--- config.mk ---
export PLATFORM = sky130hd
export DESIGN_NAME = multipop_fifo
export DESIGN_NICKNAME = d
export VERILOG_FILES = /design/src/rtl/multipop_fifo.sv
export SDC_FILE = /design/constraint.sdc
export NUM_CORES = 1
export LEC_CHECK = 0
export ABC_AREA = 0
export CAP_MARGIN = 20
export CORE_MARGIN = 2
export CORE_UTILIZATION = 53
export DETAILED_ROUTE_END_ITERATION = 16
export PLACE_DENSITY = 0.91
export SLEW_MARGIN = 20
export SYNTH_ARGS = -nofsm -noshare
export SYNTH_HDL_FRONTEND = slang
export SYNTH_SLANG_ARGS = --single-unit
--- constraint.sdc ---
create_clock -name i_clk -period 6.4 [get_ports i_clk]
set_input_delay 1.28 -clock i_clk [delete_from_list [all_inputs] [get_ports i_clk]]
set_output_delay 1.28 -clock i_clk [all_outputs]
set_load 0.1 [all_outputs]
--- src/rtl/multipop_fifo.sv ---
// Circular-buffer FIFO with single push per cycle and a POP_MAX-wide peek window
// from which the consumer retires 0..POP_MAX of the oldest entries each cycle.
module multipop_fifo #(
  parameter int unsigned DEPTH       = 3,
  parameter int unsigned BITS        = 8,
  parameter int unsigned POP_MAX     = 2,
  parameter int unsigned AFULL_LEVEL = DEPTH - 1
) (
  input  logic                           i_clk,
  input  logic                           i_reset,
  input  logic                           i_flush,
  input  logic                           i_add,
  input  logic [BITS-1:0]                i_new_entry,
  input  logic [$clog2(POP_MAX+1)-1:0]   i_remove_count,
  output logic [POP_MAX*BITS-1:0]        o_peek_entries,
  output logic [POP_MAX-1:0]             o_peek_valid,
  output logic [$clog2(DEPTH+1)-1:0]     o_num_entries,
  output logic                           o_empty,
  output logic                           o_full,
  output logic                           o_almost_full,
  output logic                           o_overflow,
  output logic                           o_underflow
);

  localparam int unsigned PtrW = (DEPTH > 1) ? $clog2(DEPTH) : 1;
  localparam int unsigned CntW = $clog2(DEPTH + 1);
  localparam int unsigned RemW = $clog2(POP_MAX + 1);
  localparam int unsigned CmpW = (CntW > RemW) ? CntW : RemW;
  localparam int unsigned SumW = CntW + 1;

  // base < DEPTH and off <= DEPTH, so one conditional subtract is an exact modulo
  // even when DEPTH is not a power of two.
  function automatic logic [PtrW-1:0] ptr_add(input logic [PtrW-1:0] base,
                                              input logic [CntW-1:0] off);
    logic [SumW-1:0] sum;
    sum = SumW'(base) + SumW'(off);
    if (sum >= SumW'(DEPTH)) begin
      sum = sum - SumW'(DEPTH);
    end
    return PtrW'(sum);
  endfunction

  logic [BITS-1:0] r_storage [DEPTH];
  logic [PtrW-1:0] r_rd_ptr;
  logic [CntW-1:0] r_num_entries;
  logic            r_overflow;
  logic            r_underflow;

  logic [PtrW-1:0] w_rd_ptr_next;
  logic [CntW-1:0] w_num_next;
  logic            w_overflow_next;
  logic            w_underflow_next;
  logic            w_underflow_evt;
  logic [CntW-1:0] w_rem;
  logic [CntW-1:0] w_after_pop;
  logic            w_accept;
  logic [PtrW-1:0] w_tail_idx;
  logic            w_wr_en;
  logic [PtrW-1:0] w_wr_idx;

  assign w_underflow_evt = CmpW'(i_remove_count) > CmpW'(r_num_entries);
  assign w_rem           = w_underflow_evt ? r_num_entries : CntW'(i_remove_count);
  assign w_after_pop     = r_num_entries - w_rem;
  assign w_accept        = i_add && (w_after_pop < CntW'(DEPTH));
  // With a full FIFO and a pop this lands on rd_ptr, which is being retired this cycle.
  assign w_tail_idx      = ptr_add(r_rd_ptr, r_num_entries);

  always_comb begin
    w_rd_ptr_next    = r_rd_ptr;
    w_num_next       = r_num_entries;
    w_overflow_next  = r_overflow;
    w_underflow_next = r_underflow;
    w_wr_en          = 1'b0;
    w_wr_idx         = '0;
    if (i_flush) begin
      w_rd_ptr_next = '0;
      w_num_next    = i_add ? CntW'(1) : '0;
      w_wr_en       = i_add;
      w_wr_idx      = '0;
    end else begin
      w_rd_ptr_next = ptr_add(r_rd_ptr, w_rem);
      w_num_next    = w_after_pop + CntW'(w_accept);
      w_wr_en       = w_accept;
      w_wr_idx      = w_tail_idx;
      if (w_underflow_evt) begin
        w_underflow_next = 1'b1;
      end
      if (i_add && !w_accept) begin
        w_overflow_next = 1'b1;
      end
    end
  end

  always_ff @(posedge i_clk) begin
    if (i_reset) begin
      r_rd_ptr      <= '0;
      r_num_entries <= '0;
      r_overflow    <= 1'b0;
      r_underflow   <= 1'b0;
    end else begin
      r_rd_ptr      <= w_rd_ptr_next;
      r_num_entries <= w_num_next;
      r_overflow    <= w_overflow_next;
      r_underflow   <= w_underflow_next;
    end
  end

  // Storage is deliberately not reset.
  always_ff @(posedge i_clk) begin
    if (!i_reset && w_wr_en) begin
      r_storage[w_wr_idx] <= i_new_entry;
    end
  end

  for (genvar k = 0; k < POP_MAX; k++) begin : g_peek
    logic [PtrW-1:0] w_peek_idx;
    assign w_peek_idx                     = ptr_add(r_rd_ptr, CntW'(k));
    assign o_peek_entries[k*BITS +: BITS] = r_storage[w_peek_idx];
    assign o_peek_valid[k]                = (32'(r_num_entries) > k);
  end

  assign o_num_entries = r_num_entries;
  assign o_empty       = (r_num_entries == '0);
  assign o_full        = (r_num_entries == CntW'(DEPTH));
  assign o_almost_full = (32'(r_num_entries) >= AFULL_LEVEL);
  assign o_overflow    = r_overflow;
  assign o_underflow   = r_underflow;

endmodule

==> flow_summary.toml, run 1 <==
[synthesis]
synth_top_area_share = 0.435
ys_ff_latch = 30
synthFlopType = "edfxtp_1"
async_flop_share = 0
synthesis.nets = 176
ys_seq_area_frac = 0.507
synth-edff-count = 24
synth_area_leader_cell = "edfxtp_1"
yosys_warnings = 0
syn_area_um2 = 1660
synth_cell_type_count = 29
syn_inst = 147
postSynthAreaPerCell_um2 = 11.3
synthTopCellsByArea = "edfxtp_1 (43%), mux2i_1 (11%), ha_1 (9.8%)"

[sta]
skew_ns = 0.00362
finalWorstSetupSlack_ns = 2.00
max_freq_mhz = 227
setup_viol = 0
slew_violations = 0
period_needed_ns = 4.40
hold_viol = 0
worst_hold_slack_ns = 0.470
rsz0062_at_grt = "false"
tns_ns = 0
worstMarginPinSlew_ns = 1.00
slew_headroom = 0.328
fin_crit_sh = 0.688

[setup_path]
critPathRequiredTime_ns = 6.35
cp_common_cell = "ha_1"
crit_chain = "clkdlybuf4s50_1 > inv_1 > ha_1 > nor2b_1 > o21ai_0 > mux2i_1 > ha_1 > xnor2_2 > o211ai_1 > nor4b_2"
cp_max_fo = 8
path_class = "input port to flip-flop"
arrival_ns = 4.35
critical-path-slowest-cell = "nor4b_2"
start_kind = "input port"
critPathCaptureType = "flip-flop"
slowest_delay_ns = 0.83

[detailed_routing]
first_iter_violations = 36
wl_um = 3430
wl_per_cell_um = 15.7
via_per_inst = 5.50
vias = 1205
drc = 0
antenna_left = 0
firstDrtPassIters = 4

[layout]
multi_input_area_um2 = 746
final_layout_size_suffix_gt1_frac = 0.0484
final_cell_mix = "clkdlybuf4s50_1 (38), edfxtp_1 (24), nand2_1 (21)"
fill_cells = 204
regArea_um2 = 841
nNetsFinal = 214
antenna_cells = 0
syn_to_final_growth_pct = 29.7
layout_commonest_cell = "clkdlybuf4s50_1"
final_core_util = 0.716

[global_routing]
antenna_found_initial = 0
grt_usage = 0.216
grt_max_degree = 17
grt_first_pass_wirelength_um = 5490
grt_pass1_vias = 1264
grt_overflow = 0

[die]
core-area_um2 = 3000
dieArea_um2 = 3590
die_y_um = 59.9
initial_core_util = 0.552
ios = 39
die_w_um = 59.9
row_count = 20

[clocking]
cts_buffers = 5
root_buffer = "clkbuf_4"
clock_path_buffers = 2
cts.sinks = 30
clkTransAtPathRegs_ns = 0.09
cts_tree = "built"
clkLatencyLatePin_ns = 0.32
htreeDepth = 2
post-cts-setup-buffers = 0
cts_resized = 0
postCtsHoldBufs = 0

[place]
place_ws_ns = 1.67
gp_congestion = 0.787
place_hpwl_um = 2710
io_buffers = 38

[flow_run]
maxCapViolCount = 0

[worst_hold_path]
hold_class = "flip-flop to flip-flop"

[outcome]
status = "complete, no violations"
## worst max-delay path: cells and delay by family
family                   cells  cell delay, ns
AND/OR/NAND/NOR              2            0.96
buffers and inverters        2            0.58
adder cells (fa/ha/maj)      2            0.56
AO/OA/AOI/OAI                2            0.47
multiplexers                 1            0.34
XOR/XNOR                     1            0.17
## final timing paths
check / slack, ns / endpoint / from / depth (start not counted)
max: 2.00 / r_storage[2][2]$_DFFE_PP_ / i_remove_count[1] / 10
min: 0.47 / o_underflow$_SDFFE_PP0P_ / o_underflow$_SDFFE_PP0P_ / 2
max reg2reg: 3.12 / r_storage[2][2]$_DFFE_PP_ / o_num_entries[1]$_SDFF_PP0_ / 8
min reg2reg: 0.47 / o_underflow$_SDFFE_PP0P_ / o_underflow$_SDFFE_PP0P_ / 2
## sequential cells by signal (all words and copies together) (netlist names)
register	flops
r_storage	24
o_num_entries	2
o_overflow	1
o_underflow	1
r_rd_ptr	2
## layout make-up
type,count,share of cell area
repair buffers,38,0.177
inverters,11,0.0192
well taps,33,0.0192
clock buffers,5,0.0175
clock inverters,3,0.0297
flip-flops and latches,30,0.391
multi-input cells,99,0.347
## per-layer routing
| layer | GRT usage | share of wire |
|---|---|---|
| met2 | 0.384 | 0.56 |
| met4 | 0.114 | 0.029 |
| met3 | 0.0411 | 0.024 |
| met1 | 0.241 | 0.39 |
| met5 | 0 | 0 |
## cells by family (layout without fill, tap and decap cells)
kind of cell / after synthesis / count (layout) / synth area share
adders and majority gates: 15 / 15 / 0.122
DFF: 30 / 30 / 0.507
muxes: 19 / 19 / 0.115
buffers and inverters: 18 / 57 / 0.0430
xor gates and xnor gates: 2 / 2 / 0.0151
and+or+nand+nor: 38 / 38 / 0.107
AOI/OAI and AO/OA: 25 / 25 / 0.0906
## cells in the mapped netlist, drive strengths merged (3+ instances only)
library cell	count
edfxtp	24
clkbuf	5
dfxtp	6
nand2	21
nor2	6
inv	11
o21ai	17
ha	13
nor3	3
mux2i	19
## metrics by stage
stage | instances | cell area (um2)
2_1_floorplan | 147 | 1660
3_3_place_gp | 211 | 2050
3_5_place_dp | 211 | 2050
4_1_cts | 219 | 2150
5_1_grt | 219 | 2150
6_report | 219 | 2150
Power of run 1 is not shown: default switching activity piles up to over one toggle a cycle in this logic, so the estimate is an artifact.
==> run 2: changes to the inputs <==
--- a/config.mk
+++ b/config.mk
@@ -8,9 +8,9 @@
 export ABC_AREA = 0
 export CAP_MARGIN = 20
 export CORE_MARGIN = 2
-export CORE_UTILIZATION = 53
+export CORE_UTILIZATION = 44
 export DETAILED_ROUTE_END_ITERATION = 16
-export PLACE_DENSITY = 0.91
+export PLACE_DENSITY = 0.82
 export SLEW_MARGIN = 20
 export SYNTH_ARGS = -nofsm -noshare
 export SYNTH_HDL_FRONTEND = slang
==> constraint.sdc (replaced) <==
create_clock -name i_clk -period 3.6 [get_ports i_clk]
set_input_delay 0.72 -clock i_clk [delete_from_list [all_inputs] [get_ports i_clk]]
set_output_delay 0.72 -clock i_clk [all_outputs]
set_load 0.1 [all_outputs]
==> run 2 against run 1 <==
  * Final cell count up 8.2%
  * Wire length down 1.4%
  * Sequential cell count unchanged
  * Critical path depth up 2
  * Count of clock-buffer cells in the layout up 3
  * Global-route usage down 3.8 points
  * Worst setup slack worse by 1.8 ns
  * Core utilization down 13 points
  * Design area down 1.3%
  * Via count up 0.66%
  * Non-clock buffer count up 3
  * First-iteration DRC count down 56%
  * Critical endpoint is now r_rd_ptr[0]$_SDFF_PP0_
==> flow_summary.toml, run 2 (same netlist as run 1, synthesis figures left out) <==
[setup_path]
rrSetupSlack_ns = 0.84
cp_max_fo = 3
reg2reg_from = "o_num_entries[1]$_SDFF_PP0_"
start_kind = "input port"
path_delay_family = "adder cells"
cp_num_buf_inv = 2
arrival_ns = 3.55
r2r_cells = 10
timing.rr.end = "r_rd_ptr[0]$_SDFF_PP0_"
critPathRequiredTime_ns = 3.79
crit_chain = "clkdlybuf4s50_1 > inv_1 > ha_1 > nor2b_1 > o21ai_1 > mux2i_1 > ha_1 > fa_1 > ha_1 > nor3_1 > nand2_1 > a21boi_0"
critPathCaptureType = "flip-flop"
slowest_delay_ns = 0.48
critical-path-slowest-cell = "clkdlybuf4s50_1"
critPathLaunch = "i_remove_count[1]"
cp_common_cell = "ha_1"
path_class = "input port to flip-flop"

[worst_hold_path]
worstHoldStart = "o_overflow$_SDFFE_PP0P_"
hold_class = "flip-flop to flip-flop"
hold-path-cell-count = 1
hold_end = "o_overflow$_SDFFE_PP0P_"

[clocking]
clkLatencyLatePin_ns = 0.27
root_buffer = "clkbuf_8"
cts_resized = 0
clkTransAtPathRegs_ns = 0.06
cts_tree = "built"
post-cts-setup-buffers = 0
postCtsHoldBufs = 0
cts.sinks = 30
clock_path_buffers = 2
htreeDepth = 2
cts_buffers = 5

[global_routing]
grt_max_degree = 17
grt_usage = 0.178
grt_overflow = 0
grt_pass1_vias = 1242
antenna_found_initial = 0
grt_first_pass_wirelength_um = 5660

[die]
row_count = 22
dieArea_um2 = 4270
die_w_um = 65.4
ios = 39
initial_core_util = 0.456
core-area_um2 = 3630
die_y_um = 65.4

[layout]
final_layout_size_suffix_gt1_frac = 0.153
antenna_cells = 0
final_core_util = 0.584
nNetsFinal = 217
final_cell_mix = "edfxtp_1 (24), buf_4 (22), nand2_1 (21)"
regMostFlops = "r_storage"
layout_commonest_cell = "edfxtp_1"
syn_to_final_growth_pct = 28.1
final_area_um2 = 2120
largest_reg_flops = 24

[detailed_routing]
wl_per_cell_um = 14.3
firstDrtPassIters = 4
antenna_left = 0
vias = 1213
drc = 0
via_per_inst = 5.12
wl_um = 3380
first_iter_violations = 16

[sta]
slew_headroom = 0.345
setup_viol = 0
max_freq_mhz = 298
worst_hold_slack_ns = 0.481
fin_crit_sh = 0.932
finalWorstSetupSlack_ns = 0.244
period_needed_ns = 3.36
slew_violations = 0
rsz0062_at_grt = "false"
skew_ns = 0.00666
hold_viol = 0
worstMarginPinSlew_ns = 0.979

[place]
place_hpwl_um = 2590
dpl_cell_area_um2 = 2040
place_ws_ns = -0.131
gp_congestion = 0.741
io_buffers = 38

[flow_run]
maxCapViolCount = 0

[outcome]
status = "complete, no violations"
==> run 2: cell type report <==
type                            instances  area, um2
Sequential cell                        30        841
Clock buffer                            8       80.1
Fill cell                             314       1510
Multi-Input combinational cell         99        746
Tap cell                               48       60.1
Inverter                               11       41.3
Timing Repair Buffer                   41        355
==> run 2: per-stage QoR <==
stage / instances / setup TNS (ns)
global route: 237 / 0
CTS: 237 / 0
finish: 237 / 0
detailed placement: 229 / -0.828
floorplan: 147 / 0
global placement: 229 / 0
==> run 2: worst max-delay path by stage <==
stage                                            to  slack [ns]  cells after the start
final                        r_rd_ptr[0]$_SDFF_PP0_        0.24                     12
after global routing         r_rd_ptr[0]$_SDFF_PP0_      0.0004                     12
after CTS                    r_rd_ptr[0]$_SDFF_PP0_        0.16                     12
after detailed placement     r_rd_ptr[0]$_SDFF_PP0_       -0.13                     12
after global placement       r_rd_ptr[0]$_SDFF_PP0_        0.08                     12
after floorplan           r_storage[2][0]$_DFFE_PP_        0.08                      8
==> run 2: metal layers <==
metal,up-vias,share of wire,global-route usage
li1,602,-,-
met1,564,0.40,0.196
met4,0,0.0089,0.0625
met5,-,0,0
met3,5,0.052,0.0497
met2,42,0.54,0.324
Power of run 2 is left out for the same reason.
==> run 3: changes to the inputs <==
--- a/config.mk
+++ b/config.mk
@@ -10,7 +10,7 @@
 export CORE_MARGIN = 2
 export CORE_UTILIZATION = 44
 export DETAILED_ROUTE_END_ITERATION = 16
-export PLACE_DENSITY = 0.82
+export PLACE_DENSITY = 0.75
 export SLEW_MARGIN = 20
 export SYNTH_ARGS = -nofsm -noshare
 export SYNTH_HDL_FRONTEND = slang
==> run 3 against run 2 <==
  * Via count shrank 1.2%
  * Hold slack lost 0.018 ns
  * Sequential share of layout area shrank 1.1 points
  * Design area grew 2.8%
  * Maximum frequency shrank 0.88%
  * Largest cell class unchanged
  * Register-to-register slack lost 0.06 ns
==> flow_summary.toml, run 3 (same netlist as run 1, synthesis figures left out) <==
[outcome]
status = "complete, no violations"

[sta]
worstMarginPinSlew_ns = 0.968
slew_violations = 0
slew_headroom = 0.353
rsz0062_at_grt = "false"
skew_ns = 0.00478
hold_viol = 0
setup_viol = 0
max_freq_mhz = 295
period_needed_ns = 3.39
worst_hold_slack_ns = 0.463
fin_crit_sh = 0.940
finalWorstSetupSlack_ns = 0.214

[detailed_routing]
drc = 0
firstDrtPassIters = 4
vias = 1198
via_per_inst = 5.03
antenna_left = 0
wl_per_cell_um = 14.0
first_iter_violations = 24
wl_um = 3340

[layout]
multi_input_area_um2 = 746
nNetsFinal = 218
regArea_um2 = 841
final_core_util = 0.601
final_layout_size_suffix_gt1_frac = 0.168
antenna_cells = 0
final_cell_mix = "edfxtp_1 (24), buf_4 (23), nand2_1 (21)"
layout_commonest_cell = "edfxtp_1"
final_area_um2 = 2180
syn_to_final_growth_pct = 31.7
fill_cells = 294
regMostFlops = "r_storage"
largest_reg_flops = 24

[clocking]
cts_buffers = 5
cts.sinks = 30
cts_resized = 0
post-cts-setup-buffers = 0
postCtsHoldBufs = 0
clkTransAtPathRegs_ns = 0.06
htreeDepth = 2
clkLatencyLatePin_ns = 0.28
clock_path_buffers = 2
root_buffer = "clkbuf_8"
cts_tree = "built"

[setup_path]
critPathRequiredTime_ns = 3.77
start_kind = "input port"
path_delay_family = "adder cells"
critical-path-slowest-cell = "clkdlybuf4s50_1"
slowest_delay_ns = 0.47
r2r_cells = 10
critPathCaptureType = "flip-flop"
path_class = "input port to flip-flop"
crit_chain = "clkdlybuf4s50_1 > inv_1 > ha_1 > nor2b_1 > o21ai_1 > mux2i_1 > ha_1 > fa_1 > ha_1 > nor3_1 > nor2_1 > nor4_1"
cp_num_buf_inv = 2
cp.depth = 12
arrival_ns = 3.56
cp_common_cell = "ha_1"
rrSetupSlack_ns = 0.78
cp_max_fo = 3

[die]
ios = 39
row_count = 22
dieArea_um2 = 4270
die_w_um = 65.4
core-area_um2 = 3630
die_y_um = 65.4
initial_core_util = 0.456

[place]
dpl_cell_area_um2 = 2050
gp_congestion = 0.847
place_hpwl_um = 2550
place_ws_ns = -0.181
io_buffers = 38

[flow_run]
maxCapViolCount = 0

[global_routing]
grt_first_pass_wirelength_um = 5470
grt_overflow = 0
grt_usage = 0.173
grt_pass1_vias = 1247
antenna_found_initial = 0
grt_max_degree = 17

[worst_hold_path]
hold_class = "flip-flop to flip-flop"
hold-path-cell-count = 2
run 3: cell types whose count changed in the layout (fill, tap and decap cells not counted):
cell       change
bufinv_16      +2
clkinv_1       +1
clkbuf_1       -3
buf_4          +1
run 3: layout make-up:
class | count | share of cell area
well taps | 48 | 0.0275
clock inverters | 3 | 0.0292
clock buffers | 5 | 0.0315
multi-input cells | 99 | 0.342
inverters | 11 | 0.0189
flip-flops and latches | 30 | 0.385
repair buffers | 42 | 0.166
run 3: per-stage QoR:
step	setup TNS, ns	instances
floorplan	0	147
global route	0	238
CTS	0	238
global placement	0	230
detailed placement	-0.234	230
finish	0	238
run 3: worst register-to-register path, stage by stage, from the launching register on:
cell,delay (ns)
dfxtp_1,0.42
ha_1,0.28
nor2b_1,0.14
o21ai_1,0.18
mux2i_1,0.30
ha_1,0.21
fa_1,0.43
ha_1,0.23
nor3_1,0.20
nor2_1,0.07
nor4_1,0.26
run 3: final timing paths:
| kind | from | end |
|---|---|---|
| max | i_remove_count[1] | r_rd_ptr[1]$_SDFF_PP0_ |
| min | o_underflow$_SDFFE_PP0P_ | o_underflow$_SDFFE_PP0P_ |
| max reg2reg | o_num_entries[1]$_SDFF_PP0_ | r_rd_ptr[1]$_SDFF_PP0_ |
| min reg2reg | o_underflow$_SDFFE_PP0P_ | o_underflow$_SDFFE_PP0P_ |
run 3: per-layer routing:
layer | part of all wire | global-route usage | vias up | wire, um
li1 | - | - | 600 | -
met1 | 0.41 | 0.187 | 566 | 1370
met2 | 0.54 | 0.318 | 27 | 1800
met3 | 0.039 | 0.0377 | 5 | 132
met4 | 0.011 | 0.0807 | 0 | 38
met5 | 0 | 0 | - | 0
Power of run 3 is left out for the same reason.
